<file path="src/rtl/uart_mimo_link.sv">
// UART-framed loader for MIMO H/Y sample stores: streams both to the decoder once
// loaded, then returns the synchronised decoder result over the same UART link.
module uart_mimo_link #(
    parameter int unsigned DATA_W      = 32,
    parameter int unsigned N_H         = 16,
    parameter int unsigned N_Y         = 8,
    parameter int unsigned RES_W       = 12,
    parameter int unsigned TIMEOUT_CYC = 5000000
) (
    input  logic              CLOCK_50,
    input  logic              reset,
    input  logic [7:0]        rx_byte,
    input  logic              rx_valid,
    output logic [7:0]        tx_byte,
    output logic              tx_start,
    input  logic              tx_busy,
    output logic [DATA_W-1:0] h_re_out,
    output logic [DATA_W-1:0] h_im_out,
    output logic              h_valid,
    output logic [DATA_W-1:0] y_re_out,
    output logic [DATA_W-1:0] y_im_out,
    output logic              y_valid,
    output logic              start,
    input  logic              res_valid,
    input  logic [RES_W-1:0]  res_data,
    output logic              frame_err,
    output logic [3:0]        state_dbg
);

    localparam int unsigned EW    = 2 * DATA_W;
    localparam int unsigned BPE   = EW / 8;
    localparam int unsigned BCW   = (BPE > 1) ? $clog2(BPE) : 1;
    localparam int unsigned HIW   = (N_H > 1) ? $clog2(N_H) : 1;
    localparam int unsigned NRB   = (RES_W + 7) / 8;
    localparam int unsigned RBITS = NRB * 8;
    localparam int unsigned RBW   = $clog2(NRB + 1);
    localparam int unsigned TW    = $clog2(TIMEOUT_CYC + 1);

    localparam logic [BCW-1:0] LAST_BYTE = BCW'(BPE - 1);
    localparam logic [HIW-1:0] LAST_H    = HIW'(N_H - 1);
    localparam logic [HIW-1:0] LAST_Y    = HIW'(N_Y - 1);
    localparam logic [HIW:0]   NY_CNT    = (HIW + 1)'(N_Y);
    localparam logic [TW-1:0]  TO_LAST   = TW'(TIMEOUT_CYC - 1);

    localparam logic [3:0] S_IDLE     = 4'd0;
    localparam logic [3:0] S_RX_H     = 4'd1;
    localparam logic [3:0] S_RX_Y     = 4'd2;
    localparam logic [3:0] S_RX_CHK   = 4'd3;
    localparam logic [3:0] S_ACK      = 4'd4;
    localparam logic [3:0] S_STREAM   = 4'd5;
    localparam logic [3:0] S_WAIT_RES = 4'd6;
    localparam logic [3:0] S_TX_RES   = 4'd7;
    localparam logic [3:0] S_TX_WAIT  = 4'd8;

    logic [3:0]       r_state;
    logic             r_is_y;
    logic [BCW-1:0]   r_byte_cnt;
    logic [HIW-1:0]   r_elem;
    logic [7:0]       r_chk;
    logic [TW-1:0]    r_to_cnt;
    logic [EW-9:0]    r_asm;
    logic             r_h_loaded;
    logic             r_y_loaded;
    logic [7:0]       r_ack;
    logic [HIW-1:0]   r_str_idx;
    logic [2:0]       r_rv_sync;
    logic [RES_W-1:0] r_rd_s1;
    logic [RES_W-1:0] r_rd_s2;
    logic [RBITS-1:0] r_res;
    logic [RBW-1:0]   r_res_idx;
    logic             r_in_res;

    // Y store is sized like H so both share the stream index without width games.
    logic [EW-1:0]    r_h_mem [N_H];
    logic [EW-1:0]    r_y_mem [N_H];

    logic [EW-1:0]    w_elem;
    logic             w_rx_data;
    logic             w_elem_we;
    logic [HIW-1:0]   w_last_elem;
    logic [HIW-1:0]   w_str_nxt;
    logic             w_y_in;
    logic [7:0]       w_res_byte;

    assign state_dbg   = r_state;
    assign w_elem      = {rx_byte, r_asm};
    assign w_rx_data   = rx_valid && (r_state == S_RX_H || r_state == S_RX_Y);
    assign w_elem_we   = w_rx_data && (r_byte_cnt == LAST_BYTE);
    assign w_last_elem = r_is_y ? LAST_Y : LAST_H;
    assign w_str_nxt   = r_str_idx + 1'b1;
    assign w_y_in      = {1'b0, w_str_nxt} < NY_CNT;

    always_comb begin
        w_res_byte = 8'h00;
        for (int b = 0; b < int'(NRB); b++) begin
            if (r_res_idx == RBW'(b + 1)) w_res_byte = r_res[b*8 +: 8];
        end
    end

    always_ff @(posedge CLOCK_50) begin
        if (w_elem_we) begin
            if (r_is_y) r_y_mem[r_elem] <= w_elem;
            else        r_h_mem[r_elem] <= w_elem;
        end
    end

    always_ff @(posedge CLOCK_50 or posedge reset) begin
        if (reset) begin
            r_state    <= S_IDLE;
            r_is_y     <= 1'b0;
            r_byte_cnt <= '0;
            r_elem     <= '0;
            r_chk      <= 8'h00;
            r_to_cnt   <= '0;
            r_asm      <= '0;
            r_h_loaded <= 1'b0;
            r_y_loaded <= 1'b0;
            r_ack      <= 8'h00;
            r_str_idx  <= '0;
            r_rv_sync  <= 3'b000;
            r_rd_s1    <= '0;
            r_rd_s2    <= '0;
            r_res      <= '0;
            r_res_idx  <= '0;
            r_in_res   <= 1'b0;
            tx_byte    <= 8'h00;
            tx_start   <= 1'b0;
            h_re_out   <= '0;
            h_im_out   <= '0;
            h_valid    <= 1'b0;
            y_re_out   <= '0;
            y_im_out   <= '0;
            y_valid    <= 1'b0;
            start      <= 1'b0;
            frame_err  <= 1'b0;
        end else begin
            tx_start  <= 1'b0;
            r_rv_sync <= {r_rv_sync[1:0], res_valid};
            r_rd_s1   <= res_data;
            r_rd_s2   <= r_rd_s1;
            case (r_state)
                S_IDLE: begin
                    if (rx_valid && (rx_byte == 8'hAA || rx_byte == 8'hBB)) begin
                        r_state    <= (rx_byte == 8'hAA) ? S_RX_H : S_RX_Y;
                        r_is_y     <= (rx_byte == 8'hBB);
                        frame_err  <= 1'b0;
                        r_byte_cnt <= '0;
                        r_elem     <= '0;
                        r_chk      <= 8'h00;
                        r_to_cnt   <= '0;
                    end
                end
                S_RX_H, S_RX_Y, S_RX_CHK: begin
                    if (rx_valid) begin
                        r_to_cnt <= '0;
                        if (r_state == S_RX_CHK) begin
                            if (rx_byte == r_chk) begin
                                if (r_is_y) r_y_loaded <= 1'b1;
                                else        r_h_loaded <= 1'b1;
                                r_ack <= 8'h06;
                            end else begin
                                if (r_is_y) r_y_loaded <= 1'b0;
                                else        r_h_loaded <= 1'b0;
                                frame_err <= 1'b1;
                                r_ack     <= 8'h15;
                            end
                            r_state <= S_ACK;
                        end else begin
                            r_chk <= r_chk ^ rx_byte;
                            for (int b = 0; b < int'(BPE) - 1; b++) begin
                                if (r_byte_cnt == BCW'(b)) r_asm[b*8 +: 8] <= rx_byte;
                            end
                            if (r_byte_cnt == LAST_BYTE) begin
                                r_byte_cnt <= '0;
                                if (r_elem == w_last_elem) r_state <= S_RX_CHK;
                                else                       r_elem  <= r_elem + 1'b1;
                            end else begin
                                r_byte_cnt <= r_byte_cnt + 1'b1;
                            end
                        end
                    end else if (r_to_cnt == TO_LAST) begin
                        // Abandoned frame: drop it silently, no NAK is sent.
                        r_state   <= S_IDLE;
                        frame_err <= 1'b1;
                        if (r_is_y) r_y_loaded <= 1'b0;
                        else        r_h_loaded <= 1'b0;
                    end else begin
                        r_to_cnt <= r_to_cnt + 1'b1;
                    end
                end
                S_ACK: begin
                    if (!tx_busy) begin
                        tx_byte  <= r_ack;
                        tx_start <= 1'b1;
                        r_state  <= S_TX_WAIT;
                    end
                end
                S_TX_WAIT: begin
                    if (r_in_res) begin
                        if (r_res_idx == '0) begin
                            r_in_res <= 1'b0;
                            r_state  <= S_IDLE;
                        end else begin
                            r_state <= S_TX_RES;
                        end
                    end else if (r_h_loaded && r_y_loaded) begin
                        r_state   <= S_STREAM;
                        r_str_idx <= '0;
                        start     <= 1'b1;
                        h_valid   <= 1'b1;
                        h_re_out  <= r_h_mem[0][DATA_W-1:0];
                        h_im_out  <= r_h_mem[0][EW-1:DATA_W];
                        y_valid   <= 1'b1;
                        y_re_out  <= r_y_mem[0][DATA_W-1:0];
                        y_im_out  <= r_y_mem[0][EW-1:DATA_W];
                    end else begin
                        r_state <= S_IDLE;
                    end
                end
                S_STREAM: begin
                    start <= 1'b0;
                    if (r_str_idx == LAST_H) begin
                        h_valid    <= 1'b0;
                        y_valid    <= 1'b0;
                        h_re_out   <= '0;
                        h_im_out   <= '0;
                        y_re_out   <= '0;
                        y_im_out   <= '0;
                        r_h_loaded <= 1'b0;
                        r_y_loaded <= 1'b0;
                        r_state    <= S_WAIT_RES;
                    end else begin
                        r_str_idx <= w_str_nxt;
                        h_re_out  <= r_h_mem[w_str_nxt][DATA_W-1:0];
                        h_im_out  <= r_h_mem[w_str_nxt][EW-1:DATA_W];
                        y_valid   <= w_y_in;
                        y_re_out  <= w_y_in ? r_y_mem[w_str_nxt][DATA_W-1:0] : '0;
                        y_im_out  <= w_y_in ? r_y_mem[w_str_nxt][EW-1:DATA_W] : '0;
                    end
                end
                S_WAIT_RES: begin
                    if (r_rv_sync[1] && !r_rv_sync[2]) begin
                        r_res     <= RBITS'(r_rd_s2);
                        r_res_idx <= RBW'(NRB);
                        r_in_res  <= 1'b1;
                        r_state   <= S_TX_RES;
                    end
                end
                S_TX_RES: begin
                    if (!tx_busy) begin
                        tx_byte   <= w_res_byte;
                        tx_start  <= 1'b1;
                        r_res_idx <= r_res_idx - 1'b1;
                        r_state   <= S_TX_WAIT;
                    end
                end
                default: r_state <= S_IDLE;
            endcase
        end
    end

endmodule

</file>
<file path="config.mk">
export PLATFORM = sky130hd
export DESIGN_NAME = uart_mimo_link
export DESIGN_NICKNAME = d
export VERILOG_FILES = /design/src/rtl/uart_mimo_link.sv
export SDC_FILE = /design/constraint.sdc
export NUM_CORES = 2
export LEC_CHECK = 0
export ABC_AREA = 0
export BUFFER_PORTS_ARGS = -buffer_cell sky130_fd_sc_hd__buf_2
export CORE_AREA = 2 2 355 357
export CTS_CLUSTER_SIZE = 12
export DETAILED_ROUTE_END_ITERATION = 10
export DIE_AREA = 0 0 357 359
export PLACE_DENSITY = 0.73
export SLEW_MARGIN = 30
export SYNTH_ARGS = -nofsm -noshare
export SYNTH_HDL_FRONTEND = slang
export SYNTH_SLANG_ARGS = --single-unit
</file>
<file path="constraint.sdc">
create_clock -name CLOCK_50 -period 11.8 [get_ports CLOCK_50]
set_input_delay 0.59 -clock CLOCK_50 [delete_from_list [all_inputs] [get_ports CLOCK_50]]
set_output_delay 0.59 -clock CLOCK_50 [all_outputs]
set_load 0.01 [all_outputs]
</file>
==> impl_metrics.toml <==
[logic_synthesis]
synth.area.top_cells = "edfxtp_1 (66%), mux4_2 (13%), dfrtp_1 (10%)"
synth-seq-cells = 1827
mappedNetlistArea_um2 = 70300
syn_avg_cell_area_um2 = 19.9
synthCells = 3533
synth_cell_type_count = 63
syn-num-nets = 3573
ys.flop_type = "edfxtp_1"
synth_enable_flop_cells = 1536
synth_seq_area_share = 0.760
yosysTopAreaCell = "edfxtp_1"
yosysWarnings = 0
synth.most_common_cell = "edfxtp_1"
yosysTopAreaCellShare = 0.656
ys_async_sr_fraction = 0.159
synth_common_cells = "edfxtp_1 (1536), mux4_2 (390), dfrtp_1 (291)"

[floorplanning]
die_area_um2 = 128000
core_area_um2 = 125000
dieWidth_um = 357
initial_core_util = 0.564
die_y_um = 359
core.rowCount = 130
num_io_pins = 170

[clock_network]
clk_latency_ns = 0.80
clockBufferDepth = 3
cts.htree.levels = 4
ctsResizeCount = 0
cts_tree = "built"
clock-root-buffer = "clkbuf_16"
path_clk_slew_ns = 0.06
cts_sinks = 1827
cts_setup_buffers = 0
postCtsHoldBufs = 13
cts_buffers = 179

[run]
cap_violations = 0

[route]
drt_first_pass_iters = 6
vias_per_cell = 6.51
drtAntennaViolNets = 0
drcViolationCount = 0
wirelength_um = 171000
avgRoutedWirePerCell_um = 30.7
routed-via-count = 36330
drt_iter0_drc = 4967

[final_layout]
regArea_um2 = 53400
syn_to_final_growth_pct = 12.5
fin_cells = 5580
nNetsFinal = 3819
fill_cells = 8344
multi_input_area_um2 = 16200
drive_gt1_frac = 0.248

[status]
status = "finished, final reports clean"

[sta]
finalCritPeriodShare = 0.369
drv_slew = 0
rsz0062_at_grt = "false"
max_freq_mhz = 229
worstMarginPinSlew_ns = 1.04
fin_skew_ns = 0.0288
fin_setup_tns_ns = 0
final-setup-viol-count = 0
hold_viol = 0
slew_headroom = 0.304
layout_min_cycle_time_ns = 4.36

[place]
dp.cells = 5231
io_buffer_count = 169
hpwl_um = 85000
gp_congestion = 0.788

[worst_hold_path]
hp-class = "input pin to flip-flop"

[critical_path]
cp_slowest_cell = "buf_4"
cp_num_buf_inv = 1
cp.required_ns = 12.20
max_stage_delay_ns = 0.89
end_kind = "flip-flop"
crit_family = "simple AND/OR/NAND/NOR gates"
cp.arrival_ns = 4.76
cp_max_fo = 44
crit_chain = "xor2_1 -> nand3_1 -> nor3_2 -> and3_4 -> buf_4"
critPathKind = "flip-flop to flip-flop"
cp-start-kind = "flip-flop"

[power]
p_leak_uw = 0.0264
ir_worst_vdd_mv = 0.157
powerDensity_nw_per_um2 = 229
finalPower_uw = 18100

[global_route]
grt_pass1_vias = 37019
track_usage = 0.271
grt-ovfl-total = 0
grt_antenna_before_repair = 7
grt_pass1_wl_um = 249000
grt_max_degree = 131
[worst reg2reg max path, delay by kind of cell (launching register included)]
family                 cells  cell delay, ns
AND/OR/NAND/NOR            3            2.01
XOR/XNOR                   1            0.30
buffers and inverters      1            0.89
flip-flops                 1            0.74
[kinds of logic after synthesis]
logic type	synth area share
adders and majority gates	0.00267
DFF	0.760
and+or+nand+nor	0.0338
AOI/OAI and AO/OA	0.0322
buffers and inverters	0.0131
muxes	0.154
xor gates and xnor gates	0.00424
[worst paths after layout]
| kind | start | endpoint | slack [ns] | cells past startpoint |
|---|---|---|---|---|
| min reg2reg | r_rd_s1[1]$_DFF_PP0_ | r_rd_s2[1]$_DFF_PP0_ | 0.34 | 0 |
| min in group asynchronous | reset | y_re_out[27]$_DFFE_PP0P_ | 0.42 | 3 |
| max in group asynchronous | reset | r_str_idx[0]$_DFFE_PP0P_ | 9.91 | 4 |
| max reg2reg | state_dbg[0]$_DFFE_PP0P_ | r_h_mem[7][51]$_DFFE_PP_ | 7.44 | 5 |
| max | state_dbg[0]$_DFFE_PP0P_ | r_h_mem[7][51]$_DFFE_PP_ | 7.44 | 5 |
| min | tx_busy | r_res_idx[0]$_DFFE_PP0P_ | 0.17 | 3 |
[registers in the layout (all words and copies together), names as in the netlist, 23 cells and up]
name and count:
y_im_out 32, h_im_out 32, r_asm 56, r_y_mem 512, y_re_out 32, h_re_out 32, r_h_mem 1024, r_to_cnt 23
[per-stage QoR]
step                area [µm²]  setup slack [ns]  hold slack, ns   util
floorplan                70300              3.18           0.331      -
global placement         73100              6.73           0.332  0.587
detailed placement       73300              7.01           0.336  0.588
CTS                      78900              6.96         0.00394  0.633
global route             79000              7.03           0.156  0.634
finish                   79100              7.44           0.167  0.634
[report_power, final]
| group | internal [µW] | leakage [µW] | switching, µW |
|---|---|---|---|
| logic | 2020 | 0.00606 | 1910 |
| clock network | 3000 | 0.00263 | 2360 |
| registers | 7970 | 0.0177 | 860 |
| total | 13000 | 0.0264 | 5130 |
[cell type report]
| type | count | share of cell area |
|---|---|---|
| Antenna cell | 2 | 0.0000633 |
| Multi-Input combinational cell | 1489 | 0.204 |
| Sequential cell | 1827 | 0.676 |
| Timing Repair Buffer | 266 | 0.0237 |
| Tap cell | 1650 | 0.0261 |
| Clock inverter | 28 | 0.00418 |
| Inverter | 16 | 0.000918 |
| Clock buffer | 302 | 0.0651 |
[cells in the final DEF, fill, tap and decap left out, types with 62 or more instances in the layout]
cell type and n:
buf_2 169, mux4_2 390, clkbuf_16 181, nand2_1 232, o211ai_1 62, dfrtp_1 290
nand3_1 83, o21ai_0 105, mux2i_1 122, clkbuf_1 105, edfxtp_1 1536
[metal layers]
layer	up-vias	wire length, µm	GRT usage
met5	-	51	0
met4	6	4730	0.0835
met3	287	18800	0.0725
met2	2135	82700	0.424
met1	19090	64900	0.377
li1	14812	-	-
Note: power is estimated with default switching activity, not from simulation.
